## config.mk

```make
export PLATFORM = sky130hd
export DESIGN_NAME = a2600_bs_detect
export DESIGN_NICKNAME = d
export VERILOG_FILES = /design/src/rtl/a2600_bs_detect.sv
export SDC_FILE = /design/constraint.sdc
export NUM_CORES = 1
export LEC_CHECK = 0
export CAP_MARGIN = 15
export CORE_UTILIZATION = 35
export CTS_BUF_LIST = sky130_fd_sc_hd__clkbuf_4 sky130_fd_sc_hd__clkbuf_8
export DETAILED_ROUTE_END_ITERATION = 8
export GPL_TIMING_DRIVEN = 0
export PLACE_DENSITY = 0.59
export SYNTH_ARGS = -nofsm -noshare
export SYNTH_HDL_FRONTEND = slang
export SYNTH_SLANG_ARGS = --single-unit
```

## constraint.sdc

```tcl
create_clock -name clk_sys -period 15.2 [get_ports clk_sys]
set_clock_uncertainty 0.05 [all_clocks]
set_input_delay 3.04 -clock clk_sys [delete_from_list [all_inputs] [get_ports clk_sys]]
set_output_delay 3.04 -clock clk_sys [all_outputs]
set_load 0.01 [all_outputs]
```

## src/rtl/a2600_bs_detect.sv

```systemverilog
// a2600_bs_detect: infers the Atari 2600 bank-switch scheme, SuperChip RAM and image size
// from the cartridge bytes as they stream over the ioctl download bus.
module a2600_bs_detect #(
    parameter int HIT_W  = 4,
    parameter int SC_LEN = 256
) (
    input  logic        clk_sys,
    input  logic        reset,
    input  logic        ioctl_download,
    input  logic        ioctl_wr,
    input  logic [16:0] ioctl_addr,
    input  logic [7:0]  ioctl_dout,
    input  logic [3:0]  ext_bs,
    input  logic        sc_cfg,
    output logic [3:0]  force_bs,
    output logic        sc,
    output logic [16:0] rom_size,
    output logic        valid
);
    typedef enum logic [1:0] {IDLE, SCAN, DECIDE, DONE} state_t;
    localparam int H_F8 = 0, H_F6 = 1, H_F4 = 2, H_E0 = 3, H_FA = 4, H_3F = 5, H_FE = 6;

    state_t            state_q, state_d;
    logic              dl_q, dl_prev_q;
    logic [7:0]        w0_q, w1_q, w2_q, w0_d, w1_d, w2_d;
    logic [1:0]        cnt_q, cnt_d;
    logic [16:0]       prev_q, prev_d;
    logic [17:0]       size_q, size_d;
    logic [HIT_W-1:0]  hit_q [7];
    logic [HIT_W-1:0]  hit_d [7];
    logic [31:0]       sc_flag_q, sc_flag_d, sc_wr_q, sc_wr_d;
    logic [7:0]        sc_ref_q [32];
    logic [7:0]        sc_ref_d [32];
    logic [3:0]        force_bs_q, force_bs_d;
    logic              sc_q, sc_d, valid_q, valid_d;
    logic [16:0]       rom_size_q, rom_size_d;

    logic              rise, fall, wr_en, seq, abs_hit, sc_det;
    logic [7:0]        n0, n1, n2;
    logic [1:0]        ncnt;
    logic [6:0]        match;
    logic [17:0]       a1;
    logic [4:0]        bank;
    logic [11:0]       off;
    logic [3:0]        bs, bs_8k;

    assign force_bs = force_bs_q;
    assign sc       = sc_q;
    assign rom_size = rom_size_q;
    assign valid    = valid_q;

    always_comb begin
        rise    = dl_q & ~dl_prev_q;
        fall    = ~dl_q & dl_prev_q;
        wr_en   = ioctl_wr & ioctl_download & (state_q == SCAN);
        seq     = (cnt_q != 2'd0) && (ioctl_addr == prev_q + 17'd1);
        n0      = w1_q;
        n1      = w2_q;
        n2      = ioctl_dout;
        ncnt    = seq ? ((cnt_q == 2'd3) ? 2'd3 : cnt_q + 2'd1) : 2'd1;
        abs_hit = (ncnt == 2'd3) && (n0 inside {8'h8D, 8'hAD, 8'h2C}) && (n2[4:0] == 5'h1F);
        match[H_F8] = abs_hit && (n1 inside {[8'hF8:8'hF9]});
        match[H_F6] = abs_hit && (n1 inside {[8'hF6:8'hF9]});
        match[H_F4] = abs_hit && (n1 inside {[8'hF4:8'hFB]});
        match[H_E0] = abs_hit && (n1 inside {[8'hE0:8'hF7]});
        match[H_FA] = abs_hit && (n1 inside {[8'hF8:8'hFA]});
        match[H_3F] = (ncnt >= 2'd2) && (n1 == 8'h85) && (n2 == 8'h3F);
        match[H_FE] = (ncnt == 2'd3) && (n0 == 8'h20) && (n2 inside {8'hD0, 8'hF0});
        a1      = {1'b0, ioctl_addr} + 18'd1;
        bank    = ioctl_addr[16:12];
        off     = ioctl_addr[11:0];
        // Banks never written are ignored; a written bank needs its offset-0 flag intact.
        sc_det  = (size_q >= 18'd8192) && (&(sc_flag_q | ~sc_wr_q));
        bs_8k   = (hit_q[H_3F] >= HIT_W'(2)) ? 4'd5 :
                  (hit_q[H_E0] >= HIT_W'(4)) ? 4'd4 :
                  (hit_q[H_FE] >= HIT_W'(2)) ? 4'd3 : 4'd1;
        bs      = (ext_bs != 4'd0)        ? ext_bs :
                  (size_q <= 18'd4096)    ? 4'd0   :
                  (size_q == 18'd8192)    ? bs_8k  :
                  (size_q == 18'd12288)   ? 4'd8   :
                  (size_q == 18'd16384)   ? 4'd2   :
                  (size_q == 18'd32768)   ? 4'd6   :
                  (hit_q[H_3F] >= HIT_W'(2)) ? 4'd5 : 4'd0;
        state_d    = state_q;
        w0_d       = w0_q;
        w1_d       = w1_q;
        w2_d       = w2_q;
        cnt_d      = cnt_q;
        prev_d     = prev_q;
        size_d     = size_q;
        hit_d      = hit_q;
        sc_flag_d  = sc_flag_q;
        sc_wr_d    = sc_wr_q;
        sc_ref_d   = sc_ref_q;
        force_bs_d = force_bs_q;
        sc_d       = sc_q;
        rom_size_d = rom_size_q;
        valid_d    = valid_q;
        case (state_q)
            IDLE, DONE: begin
                if (rise) begin
                    state_d   = SCAN;
                    cnt_d     = 2'd0;
                    size_d    = 18'd0;
                    hit_d     = '{default: '0};
                    sc_flag_d = 32'd0;
                    sc_wr_d   = 32'd0;
                    valid_d   = 1'b0;
                end
            end
            SCAN: begin
                if (fall) state_d = DECIDE;
                if (wr_en) begin
                    w0_d   = n0;
                    w1_d   = n1;
                    w2_d   = n2;
                    cnt_d  = ncnt;
                    prev_d = ioctl_addr;
                    if (a1 > size_q) size_d = a1;
                    for (int i = 0; i < 7; i++)
                        if (match[i] && hit_q[i] != '1) hit_d[i] = hit_q[i] + 1'b1;
                    sc_wr_d[bank] = 1'b1;
                    if (off == 12'd0) begin
                        sc_flag_d[bank] = 1'b1;
                        sc_ref_d[bank]  = ioctl_dout;
                    end else if (32'(off) < SC_LEN && ioctl_dout != sc_ref_q[bank]) begin
                        sc_flag_d[bank] = 1'b0;
                    end
                end
            end
            DECIDE: begin
                state_d    = DONE;
                force_bs_d = bs;
                sc_d       = sc_cfg | sc_det;
                rom_size_d = size_q[16:0];
                valid_d    = 1'b1;
            end
            default: state_d = IDLE;
        endcase
    end

    always_ff @(posedge clk_sys or posedge reset) begin
        if (reset) begin
            state_q    <= IDLE;
            dl_q       <= 1'b0;
            dl_prev_q  <= 1'b0;
            w0_q       <= 8'd0;
            w1_q       <= 8'd0;
            w2_q       <= 8'd0;
            cnt_q      <= 2'd0;
            prev_q     <= 17'd0;
            size_q     <= 18'd0;
            hit_q      <= '{default: '0};
            sc_flag_q  <= 32'd0;
            sc_wr_q    <= 32'd0;
            sc_ref_q   <= '{default: '0};
            force_bs_q <= 4'd0;
            sc_q       <= 1'b0;
            rom_size_q <= 17'd0;
            valid_q    <= 1'b0;
        end else begin
            state_q    <= state_d;
            dl_q       <= ioctl_download;
            dl_prev_q  <= dl_q;
            w0_q       <= w0_d;
            w1_q       <= w1_d;
            w2_q       <= w2_d;
            cnt_q      <= cnt_d;
            prev_q     <= prev_d;
            size_q     <= size_d;
            hit_q      <= hit_d;
            sc_flag_q  <= sc_flag_d;
            sc_wr_q    <= sc_wr_d;
            sc_ref_q   <= sc_ref_d;
            force_bs_q <= force_bs_d;
            sc_q       <= sc_d;
            rom_size_q <= rom_size_d;
            valid_q    <= valid_d;
        end
    end
endmodule

```

==> results of run 1 <==
==> metal layers <==
metal,wire [µm],vias up,GRT usage,part of all wire
li1,-,6583,-,-
met1,26200,7556,0.266,0.46
met4,1240,0,0.0605,0.021
met3,2730,80,0.0318,0.048
met5,0,-,0,0
met2,27300,376,0.314,0.47
==> layout by cell type, fill, tap and decap left out, types with 17 or more instances in the layout <==
master,count
inv_1,63
clkbuf_8,93
clkbuf_1,69
o2bb2ai_2,30
nor4_1,23
xnor2_1,23
mux2i_1,160
clkbuf_4,21
a21oi_1,63
nand2_1,67
a32o_1,17
clkdlybuf4s50_1,42
dfrtp_1,412
mux2_2,301
nor2_1,105
o22ai_1,76
nand3_1,26
nand4_1,21
buf_2,17
ha_1,29
==> final cells by class <==
type,instances,area [µm²],area share
antenna,1,2.50,0.000106
inverter,64,248,0.0105
sequential,412,10300,0.436
clock buffer,114,1440,0.0607
clock inverter,11,125,0.00529
multi-input combinational,1138,9500,0.402
buffer,114,579,0.0245
tap,765,957,0.0404
timing repair buffer,46,508,0.0215
==> cells by family (layout without fill, tap and decap cells) <==
logic type	count (synthesis)	in the layout	share of synthesized area
AOI/OAI and AO/OA	258	258	0.0947
xor gates and xnor gates	37	37	0.0157
adders and majority gates	29	29	0.0176
buffers and inverters	178	349	0.0397
DFF	412	412	0.500
muxes	461	461	0.242
other	0	1	0
and+or+nand+nor	353	353	0.0908
==> sequential cells by signal (all words and copies together), names as in the netlist <==
| register | flops |
|---|---|
| prev_q | 17 |
| sc_flag_q | 32 |
| sc_wr_q | 32 |
| valid | 1 |
| dl_q | 1 |
| dl_prev_q | 1 |
| n1 | 8 |
| cnt_q | 2 |
| state_q | 2 |
| size_q | 18 |
| force_bs | 4 |
| rom_size | 17 |
| sc | 1 |
| sc_ref_q | 256 |
| hit_q | 12 |
| n0 | 8 |
==> worst max-delay path by stage <==
stage / start / to / slack [ns] / depth (start not counted)
3_5_place_dp: ioctl_addr[4] / size_q[2] / 7.57 / 16
5_1_grt: ioctl_addr[4] / size_q[9] / 7.90 / 16
6_report: ioctl_addr[4] / size_q[9] / 8.19 / 16
2_1_floorplan: reset / cnt_q[0] / 0.65 / 1
3_3_place_gp: reset / sc_flag_q[19] / -4.15 / 2
4_1_cts: ioctl_addr[4] / size_q[9] / 8.26 / 16
==> power by group through the flow <==
stage	registers [W]	logic, W	clock network (W)
after floorplan	0.00132	0.000513	0
after global placement	0.00134	0.000741	0
after detailed placement	0.00134	0.000760	0
after CTS	0.00132	0.000763	0.00113
after global routing	0.00134	0.000840	0.00118
final	0.00132	0.000762	0.00111
==> worst max-delay path, stage by stage <==
cell and delay (ns):
clkdlybuf4s50_1 0.63, nand3_1 0.14, nor2_1 0.30, nand3_1 0.18, or2_2 0.37, xnor2_1 0.27
ha_1 0.30, a21o_1 0.16, a21o_1 0.17, a21o_1 0.17, a21oi_1 0.14, nor2b_1 0.06
o41a_1 0.45, o21ai_1 0.45, clkbuf_1 0.49, a32o_1 0.21
==> per-stage QoR <==
stage	area, µm²	cells
finish	23700	2665
global route	23700	2665
CTS	23700	2664
detailed placement	22100	2539
global placement	22000	2535
floorplan	20600	1728
==> flow_summary.toml, run 1 <==
[power_and_ir_drop]
finalPower_w = 0.00319
p_per_area_nw_per_um2 = 135
power_switching_w = 0.00103
clockPowerShare = 0.347
power.leakage_nw = 10.9
comb_power_share = 0.239
p_sw_frac = 0.324
pwr-share-seq = 0.414
vdd_ir_drop_max_uv = 77.7
internal_power_w = 0.00216

[clock_tree]
cts_buffer_depth = 3
cts_inserted_buffers = 72
cts_setup_buffers = 0
clkSinkCount = 412
clkLatencyLatePin_ns = 0.66
cts_tree = "built"
root_buffer = "clkbuf_8"
ctsResizeCount = 0
cts_hold_buf = 0
cts_max_level = 3
clk_pin_slew_ns = 0.05

[cells_and_area]
fillCellCount = 5458
layout-drive-gt1-share = 0.270
post-route-util = 0.408
layout.nets = 1911
area_delta_synth_final_pct = 14.7

[synthesis]
async_reset_ff_frac = 1.00
yosysWarnings = 0
synth_area_um2 = 20600
syn_inst = 1728
synth_ff_type = "dfrtp_1"
postSynthAreaPerCell_um2 = 11.9
synth_top_area_cell = "dfrtp_1"
synth_edf_count = 0
synth_area_leaders = "dfrtp_1, mux2_2, mux2i_1"
yosys-top-cells-count = "dfrtp_1, mux2_2, mux2i_1"
seq_area_frac_synth = 0.500
yosysUniqueCellTypes = 67
yosys_register_bits = 412
synth.most_common_cell = "dfrtp_1"
syn-num-nets = 1791
yosysTopAreaCellShare = 0.500

[sta]
fin_hold_ws_ns = 0.418
finalCriticalPeriod_ns = 7.01
maxSlewHeadroom = 0.365
timing.final.hold_violations = 0
rsz0062_at_grt = "no"
tns_ns = 0
setup_viol = 0
timing.fmax_mhz = 143
finalCritPeriodShare = 0.461
worst_slack_ns = 8.19
drv_slew = 0
worstMarginPinSlew_ns = 0.944

[floorplanning]
placementRows = 88
dieArea_um2 = 59900
start_util = 0.356
core_um2 = 58000
die_h_um = 245
die-width_um = 245
io_pins = 57

[grt]
grt_pass1_vias = 14900
overflow = 0
grt_pass1_wl_mm = 89.3
grt_start_max_net_pins = 133
grtUsageTotal = 0.195
antenna_found_initial = 2

[placement]
io_buffers = 42
gp_congestion = 0.862
hpwl_mm = 40.8
pre_cts_ws_ns = 7.57

[worst_hold_path]
hold_path_class = "reg -> reg"
min_delay_path_depth = 0
hold_end = "dl_prev_q"
hp-start = "dl_q"

[status]
status = "completed"

[worst_setup_path]
reg2regPathDepth = 9
crit_required_ns = 15.72
timing.rr.end = "hit_q[7]"
cp.arrival_ns = 7.52
end_kind = "flop"
startpoint_type = "primary input"
reg2reg_slack_ns = 11.69
r2r_start = "state_q[1]"
path_max_fanout = 10
crit_type = "in -> reg"

[routing]
drtIter0Drc = 1048
drt-total-wl_mm = 57.5
wl_per_cell_um = 21.6
num_vias = 14600
first_pass_iters = 5
viasPerCell = 5.48
drc_errors = 0
postRouteAntennaNets = 0

[job]
maxCapViolCount = 0
Note: power is estimated with default switching activity, not from simulation.
==> run 2: changes to the inputs <==
==> constraint.sdc (replaced) <==
create_clock -name clk_sys -period 5.75 [get_ports clk_sys]
set_clock_uncertainty 0.05 [all_clocks]
set_input_delay 1.15 -clock clk_sys [delete_from_list [all_inputs] [get_ports clk_sys]]
set_output_delay 1.15 -clock clk_sys [all_outputs]
set_load 0.01 [all_outputs]
==> flow_summary.toml, run 2 (same netlist as run 1, synthesis figures left out) <==
[worst_setup_path]
cp.arrival_ns = 5.61
end_kind = "flop"
reg2regPathDepth = 9
timing.rr.end = "hit_q[7]"
reg2reg_slack_ns = 2.21
crit_type = "in -> reg"
r2r_start = "state_q[1]"
path_max_fanout = 10
startpoint_type = "primary input"
crit_required_ns = 6.28

[cells_and_area]
post-route-util = 0.409
post_layout_nonfiller_instances = 2668
largest_reg_flops = 256
layout-drive-gt1-share = 0.271
top_regs = "sc_ref_q: 256 flops, sc_flag_q: 32 flops, sc_wr_q: 32 flops"
register_area_um2 = 10300
fillCellCount = 5437
top_register = "sc_ref_q"
fin_area_um2 = 23700
layout.nets = 1920
final_common_cell = "dfrtp_1"
layout_common_cells = "dfrtp_1, mux2_2, mux2i_1"
multi_input_area_um2 = 9500
area_delta_synth_final_pct = 15.0

[placement]
gp_congestion = 0.869
placed_area_um2 = 22300
hpwl_mm = 41.5
io_buffers = 42
place_inst = 2547

[worst_hold_path]
hold_path_class = "reg -> reg"
min_delay_path_depth = 0
hp-start = "dl_q"
hold_end = "dl_prev_q"

[sta]
rsz0062_at_grt = "no"
worstMarginPinSlew_ns = 0.941
setup_viol = 0
finalCriticalPeriod_ns = 5.07
timing.fmax_mhz = 197
tns_ns = 0
finalCritPeriodShare = 0.883
drv_slew = 0
maxSlewHeadroom = 0.373
timing.final.hold_violations = 0

[routing]
drtIter0Drc = 985
drt-total-wl_mm = 57.6
viasPerCell = 5.49
wl_per_cell_um = 21.6
first_pass_iters = 7
num_vias = 14600
postRouteAntennaNets = 0
drc_errors = 0

[clock_tree]
cts_inserted_buffers = 72
clkLatencyLatePin_ns = 0.67
root_buffer = "clkbuf_8"
cts_tree = "built"
clkSinkCount = 412
clk_pin_slew_ns = 0.06
cts_hold_buf = 0
cts_max_level = 3
ctsResizeCount = 0
cts_buffer_depth = 3
cts_setup_buffers = 0

[job]
maxCapViolCount = 0

[grt]
grt_start_max_net_pins = 42
antenna_found_initial = 1
grtUsageTotal = 0.194
grt_pass1_wl_mm = 88.7
overflow = 0
grt_pass1_vias = 14900

[floorplanning]
dieArea_um2 = 59900
die-width_um = 245
die_h_um = 245
placementRows = 88
core_um2 = 58000
start_util = 0.356
io_pins = 57

[power_and_ir_drop]
finalPower_w = 0.00828
vdd_ir_drop_max_uv = 256
power.leakage_nw = 10.9
p_per_area_nw_per_um2 = 349

[status]
status = "completed"
run 2: changes by cell type in the layout (fill, tap and decap cells not counted):
cell,change
inv_8,-2
clkinvlp_4,+2
clkbuf_4,+3
buf_16,-1
clkbuf_8,-11
buf_12,+10
clkinv_8,+1
inv_6,-1
diode_2,+2
run 2: metrics by stage:
| step | hold WS [ns] | worst slack [ns] |
|---|---|---|
| finish | 0.406 | 0.675 |
| global route | 0.407 | 0.384 |
| floorplan | 0.360 | -1.00 |
| global placement | 0.387 | -3.69 |
| CTS | 0.400 | 0.711 |
| detailed placement | 0.386 | 0.0273 |
run 2: routing by layer:
metal	part of all wire	vias to the layer above	GRT usage	routed length, µm
met4	0.024	0	0.0700	1390
met3	0.058	103	0.0335	3350
li1	-	6580	-	-
met5	0	-	0	0
met2	0.47	448	0.314	27300
met1	0.44	7509	0.260	25600
run 2: worst max-delay path by stage:
stage | startpoint | to | slack (ns) | cells after the start
floorplan | reset | cnt_q[0] | -1.00 | 1
global placement | reset | sc_flag_q[23] | -3.69 | 2
detailed placement | ioctl_addr[4] | size_q[3] | 0.03 | 16
CTS | ioctl_addr[4] | size_q[10] | 0.71 | 16
global route | ioctl_addr[4] | size_q[8] | 0.38 | 16
finish | ioctl_addr[4] | size_q[10] | 0.68 | 16
run 2: cell type report:
type	count	share of cell area
well taps	765	0.0404
clock inverters	11	0.00543
clock buffers	106	0.0552
multi-input cells	1138	0.401
flip-flops and latches	412	0.435
repair buffers	55	0.0287
inverters	64	0.0103
plain buffers	114	0.0244
diodes	3	0.000316
run 2: power by group:
group | internal, W | switching (W)
logic | 0.000812 | 0.00121
clock network | 0.00154 | 0.00123
registers | 0.00322 | 0.000272
total | 0.00557 | 0.00271
run 2: critical path, cell delays in order:
cell             delay (ns)
clkdlybuf4s50_1        0.63
nand3_1                0.14
nor2_1                 0.28
nand3_1                0.17
or2_2                  0.36
xnor2_1                0.29
ha_1                   0.31
a21o_1                 0.16
a21o_1                 0.16
a21o_1                 0.17
a21oi_1                0.14
nor2b_1                0.06
o41a_1                 0.45
o21ai_1                0.46
clkbuf_1               0.46
a32o_1                 0.20
